$ cat config.mk
export PLATFORM = sky130hd
export DESIGN_NAME = data_mem_lsu
export DESIGN_NICKNAME = d
export VERILOG_FILES = /design/src/rtl/data_mem_lsu.sv
export SDC_FILE = /design/constraint.sdc
export NUM_CORES = 1
export LEC_CHECK = 0
export BUFFER_PORTS_ARGS = -buffer_cell sky130_fd_sc_hd__clkbuf_2
export CAP_MARGIN = 20
export CORE_ASPECT_RATIO = 1.75
export CORE_MARGIN = 1
export CORE_UTILIZATION = 55
export CTS_BUF_LIST = sky130_fd_sc_hd__clkbuf_4 sky130_fd_sc_hd__clkbuf_8
export CTS_CLUSTER_SIZE = 24
export DETAILED_ROUTE_END_ITERATION = 8
export PLACE_DENSITY = 0.77
export RECOVER_POWER = 100
export SYNTH_ARGS = -nofsm -noshare
export SYNTH_HDL_FRONTEND = slang
export SYNTH_SLANG_ARGS = --single-unit
$ cat constraint.sdc
create_clock -name clk -period 3.5 [get_ports clk]
set_input_delay 0.7 -clock clk [delete_from_list [all_inputs] [get_ports clk]]
set_output_delay 0.7 -clock clk [all_outputs]
set_load 0.05 [all_outputs]
$ cat src/rtl/data_mem_lsu.sv
// Load/store unit with a word-addressed data memory of fixed access latency.
// Handles one request at a time and holds the response until it is consumed.
//
// state | meaning
// IDLE  | ready for a request; the next valid request is latched
// WAIT  | latency countdown; the access is performed when the counter reaches 0
// RESP  | response held on the outputs until resp_ready
module data_mem_lsu #(
    parameter int DEPTH   = 32,
    parameter int AW      = 5,
    parameter int LATENCY = 2
) (
    input  logic        clk,
    input  logic        rst,
    input  logic        req_valid,
    output logic        req_ready,
    input  logic        req_we,
    input  logic [31:0] req_addr,
    input  logic [31:0] req_wdata,
    input  logic [3:0]  req_be,
    output logic        resp_valid,
    input  logic        resp_ready,
    output logic [31:0] resp_rdata,
    output logic        resp_err,
    output logic        busy
);

    typedef enum logic [1:0] {
        IDLE = 2'd0,
        WAIT = 2'd1,
        RESP = 2'd2
    } state_t;

    state_t state, state_nxt;

    logic [3:0]    cnt;
    logic          lat_we;
    logic [31:0]   lat_addr;
    logic [31:0]   lat_wdata;
    logic [3:0]    lat_be;
    logic          accept;
    logic          access;
    logic          addr_err;
    logic [AW-1:0] word_idx;

    logic [31:0] memory_data [0:DEPTH-1];

    assign accept   = (state == IDLE) && req_valid;
    assign access   = (state == WAIT) && (cnt == 4'd0);
    assign addr_err = (lat_addr[1:0] != 2'b00) || (lat_addr[31:AW+2] != '0);
    assign word_idx = lat_addr[AW+1:2];

    always_ff @(posedge clk or posedge rst) begin
        if (rst) begin
            state <= IDLE;
        end else begin
            state <= state_nxt;
        end
    end

    always_comb begin
        state_nxt  = state;
        req_ready  = 1'b0;
        resp_valid = 1'b0;
        busy       = 1'b1;
        case (state)
            IDLE: begin
                req_ready = 1'b1;
                busy      = 1'b0;
                if (req_valid) begin
                    state_nxt = WAIT;
                end
            end
            WAIT: begin
                if (cnt == 4'd0) begin
                    state_nxt = RESP;
                end
            end
            RESP: begin
                resp_valid = 1'b1;
                if (resp_ready) begin
                    state_nxt = IDLE;
                end
            end
            default: begin
                state_nxt = IDLE;
            end
        endcase
    end

    // Request latch, latency counter and registered response.
    always_ff @(posedge clk or posedge rst) begin
        if (rst) begin
            cnt        <= 4'd0;
            lat_we     <= 1'b0;
            lat_addr   <= 32'd0;
            lat_wdata  <= 32'd0;
            lat_be     <= 4'd0;
            resp_rdata <= 32'd0;
            resp_err   <= 1'b0;
        end else begin
            if (accept) begin
                lat_we    <= req_we;
                lat_addr  <= req_addr;
                lat_wdata <= req_wdata;
                lat_be    <= req_be;
                cnt       <= 4'(LATENCY - 1);
            end else if ((state == WAIT) && (cnt != 4'd0)) begin
                cnt <= cnt - 4'd1;
            end
            if (access) begin
                resp_err   <= addr_err;
                resp_rdata <= (!lat_we && !addr_err) ? memory_data[word_idx] : 32'd0;
            end
        end
    end

    // Memory contents survive reset; an aborted request never reaches access.
    always_ff @(posedge clk) begin
        if (access && lat_we && !addr_err) begin
            for (int i = 0; i < 4; i++) begin
                if (lat_be[i]) begin
                    memory_data[word_idx][8*i +: 8] <= lat_wdata[8*i +: 8];
                end
            end
        end
    end

endmodule

==> Flow_metrics.wiki <==
{| class="wikitable"
! Metric !! Value
|-
| Result of the run || finished, violations left
|-
| Failing checks || max-capacitance violations, max-slew violations
|-
| Number of nets still failing antenna checks after routing || 0
|-
| Max-slew violations || 146
|-
| Root buf cell || sky130_fd_sc_hd__clkbuf_8
|-
| Grt ovf || 0
|-
| Post-synthesis cell area || 43700 um2
|-
| Vias in the first global route || 24100
|-
| Number of nets in the layout || 2691
|-
| Final estimated routing congestion in global placement || 0.888
|-
| Portion of the clock cycle consumed by the worst path in the final layout || 94.6%
|-
| Count of buffering cells on the critical path with inverters included || 2
|-
| Wire length of the first global-routing pass || 153000 um
|-
| Instance count of the mapped netlist || 2298
|-
| Worst setup path category || reg2reg
|-
| Total clock buffers created by CTS || 151
|-
| Slowest library cell on the worst path || sky130_fd_sc_hd__nor4_2
|-
| Die Area || 80700 um2
|-
| Layout cell share with drive strength beyond 1 || 23.9%
|-
| Final TNS setup || 0 ns
|-
| Warnings from Yosys || 0
|-
| Avg Synthesized Cell Area || 19.0 um2
|-
| Comb power frac || 26.5%
|-
| Sw Pwr || 12200 uW
|-
| Post-route DRC || 0
|-
| Global-route track usage on met3 || 6.29%
|-
| Clock transition at path regs || 0.06 ns
|-
| Worst supply voltage drop on vdd || 0.784 mV
|-
| Count of boundary I/O pins || 109
|-
| Area growth, synth to finish || 12.2%
|-
| Post-route clock skew || 0.0430 ns
|-
| Initial Utilization || 55.6%
|-
| Register area share after synthesis || 76.5%
|-
| Yosys reg bits || 1132
|-
| Compound-Gate Fraction of Synth Area || 3.64%
|-
| Sequential cell area || 33500 um2
|-
| Multi-input logic area || 9500 um2
|-
| Slew headroom || -3.92%
|-
| Quantity of I/O buffers inserted on ports || 108
|-
| Count of flip-flops with a built-in enable after synthesis || 1024
|-
| Fraction of synthesized area in multiplexers || 14.2%
|-
| Int Power || 26600 uW
|-
| Drt initial violations || 2135
|-
| Xor and xnor area share after synthesis || 0.0601%
|-
| Routed via count || 23300
|-
| Buffer count from post-CTS setup fixing || 0
|-
| CP Data Required Time || 3.97 ns
|-
| Synth unique cells || 55
|-
| Met1 global-route usage || 29.4%
|-
| Simple-gate area share of the yosys netlist || 3.74%
|-
| Number of placement rows || 136
|-
| Floorplan die width || 215 um
|-
| Clock Tree Buf Depth || 3
|-
| Lkg Pwr || 0.0166 uW
|-
| Met2 routing resource usage after global routing || 44.8%
|-
| Top cell type's share of synthesized area || 70.3%
|-
| Clock H-tree levels || 4
|-
| Nets in the synthesized netlist || 2372
|-
| Later-pin clock latency in the skew report || 0.82 ns
|-
| Total non-filler cell area in the finished layout || 49100 um2
|-
| Most frequent cells in the layout || sky130_fd_sc_hd__edfxtp_1, sky130_fd_sc_hd__mux2i_1, sky130_fd_sc_hd__clkbuf_8, sky130_fd_sc_hd__nor2_1, sky130_fd_sc_hd__clkbuf_2
|-
| Die Y || 375 um
|-
| Kind of start point of the critical path || register
|-
| Clock tree from TritonCTS || yes
|-
| Worst EP arrival || 3.78 ns
|-
| Pwr dens || 791 nW/um2
|-
| Via-to-Cell Ratio || 6.16
|-
| Worst stage delay on the critical path || 0.71 ns
|-
| Total routed wirelength || 106000 um
|-
| CP max FO || 16
|-
| HP Class || in2async
|-
| Post-cts sizing count || 0
|-
| Type of destination of the critical path || register
|-
| Peak clock frequency supported by timing || 302 MHz
|-
| Hpwl dp || 68500 um
|-
| Design Power || 38800 uW
|-
| Maximum capacitance violations || 5
|-
| Sinks on Clock Net || 1132
|-
| Worst Tran Pin Value || 1.56 ns
|-
| Number of failing hold endpoints at the final stage || 0
|-
| Per-cell routed wire length || 28.0 um
|-
| Placement Cell Area || 46400 um2
|-
| Count of hold buffers inserted by post-cts repair || 0
|-
| Post-synthesis share of cell area spent on full adders, half adders and majority gates || 0.0286%
|-
| Cell taking the most area after synthesis || sky130_fd_sc_hd__edfxtp_1
|-
| Fill cell instance count of the final layout || 5476
|-
| Total core area || 78600 um2
|-
| First-pass detailed-route iteration total || 6
|-
| Global-route usage over all layers || 26.3%
|-
| Most crowded layer after global routing || met2
|-
| Sequential group share of total power || 46.8%
|-
| Commonest non-fill, non-tap cell in the layout || sky130_fd_sc_hd__edfxtp_1
|-
| Async SR Flop Fraction || 9.54%
|-
| Clock power frac || 26.8%
|-
| Delay-heaviest family, CP || simple AND/OR/NAND/NOR gates
|-
| Switching part of the total power || 31.5%
|-
| Unrepaired setup endpoints after global routing || no
|-
| Top area cells in the synthesized netlist || sky130_fd_sc_hd__edfxtp_1, sky130_fd_sc_hd__mux4_2, sky130_fd_sc_hd__dfrtp_1, sky130_fd_sc_hd__mux2i_1, sky130_fd_sc_hd__mux2_2
|-
| Leading register cell type out of synthesis || sky130_fd_sc_hd__edfxtp_1
|-
| Largest net degree at the start of global routing || 109
|-
| Setup-violating endpoint count in the final report || 0
|-
| Minimum period implied by the final worst setup slack || 3.31 ns
|-
| Cell-by-cell trace of the critical path || nor4_1 -> nand4_1 -> nor4_2 -> nand2_1 -> buf_4 -> nor2_1 -> clkbuf_2
|-
| Number of antenna violations at the first check in global routing || 4
|-
| Dominant combinational cell family by area after synthesis || multiplexers
|}
[per-stage QoR]
| stage | setup slack, ns | instances | util [%] | hold WS [ns] |
|---|---|---|---|---|
| final | 0.190 | 3780 | 62.4 | 0.0726 |
| after global routing | 0.0523 | 3778 | 62.4 | 0.0992 |
| after CTS | 0.211 | 3757 | 63.2 | 0.0575 |
| after detailed placement | 0.235 | 3479 | 59.1 | 0.480 |
| after global placement | 0.277 | 3469 | 58.7 | 0.475 |
| after floorplan | 1.14 | 2298 | - | 0.472 |
[state kept, by name, summed over array words and instances (netlist names)]
signal and count:
cnt 4, lat_addr 32, lat_be 4, lat_wdata 32, lat_we 1, memory_data 1024
resp_err 1, resp_rdata 32, state 2
[final cells by class]
type                            instances  area share (%)
Tap cell                             1035            2.64
Clock buffer                          212            5.34
Antenna cell                            3          0.0153
Multi-Input combinational cell       1024            19.4
Inverter                                6          0.0484
Clock inverter                         66            1.20
Timing Repair Buffer                  302            3.24
Sequential cell                      1132            68.2
[routing by layer]
metal,vias up,share of wire (%)
met5,-,0.021
li1,9913,-
met2,1214,51
met1,11800,34
met3,338,7.8
met4,4,7.2
[cell families (layout without fill, tap and decap cells)]
kind of cell             after synthesis  count (layout)
XOR/XNOR                               3               3
flip-flops                          1132            1132
buffers and inverters                142             586
other                                  0               3
multiplexers                         454             454
adder cells (fa/ha/maj)                1               1
AND/OR/NAND/NOR                      334             334
AO/OA/AOI/OAI                        232             232
[path summary, 6_finish.rpt]
kind,slack (ns),cells past startpoint,startpoint,endpoint
worst max register to register,0.19,7,lat_addr[10]$_DFFE_PP0P_,memory_data[10][0]$_DFFE_PP_
worst min-delay path,0.07,3,rst,lat_wdata[3]$_DFFE_PP0P_
max in group asynchronous,2.82,3,rst,lat_addr[2]$_DFFE_PP0P_
worst min register to register,0.48,2,resp_rdata[15]$_DFFE_PP0N_,resp_rdata[15]$_DFFE_PP0N_
worst max-delay path,0.19,7,lat_addr[10]$_DFFE_PP0P_,memory_data[10][0]$_DFFE_PP_
min in group clk,0.12,2,req_addr[6],lat_addr[6]$_DFFE_PP0P_
[power groups by stage]
stage | registers (uW) | logic, uW | clock network (uW)
final | 18100 | 10300 | 10400
after detailed placement | 19500 | 9410 | 0
after floorplan | 18400 | 6470 | 0
after global placement | 19700 | 8480 | 0
after global routing | 18200 | 10700 | 11000
after CTS | 19200 | 9430 | 10500
[worst min-delay path, cell delays in order]
cell and delay, ns:
sky130_fd_sc_hd__clkbuf_2 0.08, sky130_fd_sc_hd__clkinvlp_2 0.09, sky130_fd_sc_hd__buf_12 0.46
[Yosys cell counts (all sizes together) (3+ instances only)]
library cell  count
dfrtp           108
or3              29
or2               3
o21ai            34
a22oi           115
nor2b             9
nor4bb            3
o22ai            64
nand3             5
mux2i           247
inv               6
edfxtp         1024
nor3              5
buf              92
o2bb2ai           3
nand4            31
nor3b             4
mux2             83
mux4            124
nor2            138
a211oi            5
nand2            77
or3b              3
a221oi            4
clkbuf           44
nor4              9
No activity file was read; power rests on OpenSTA's default activity.
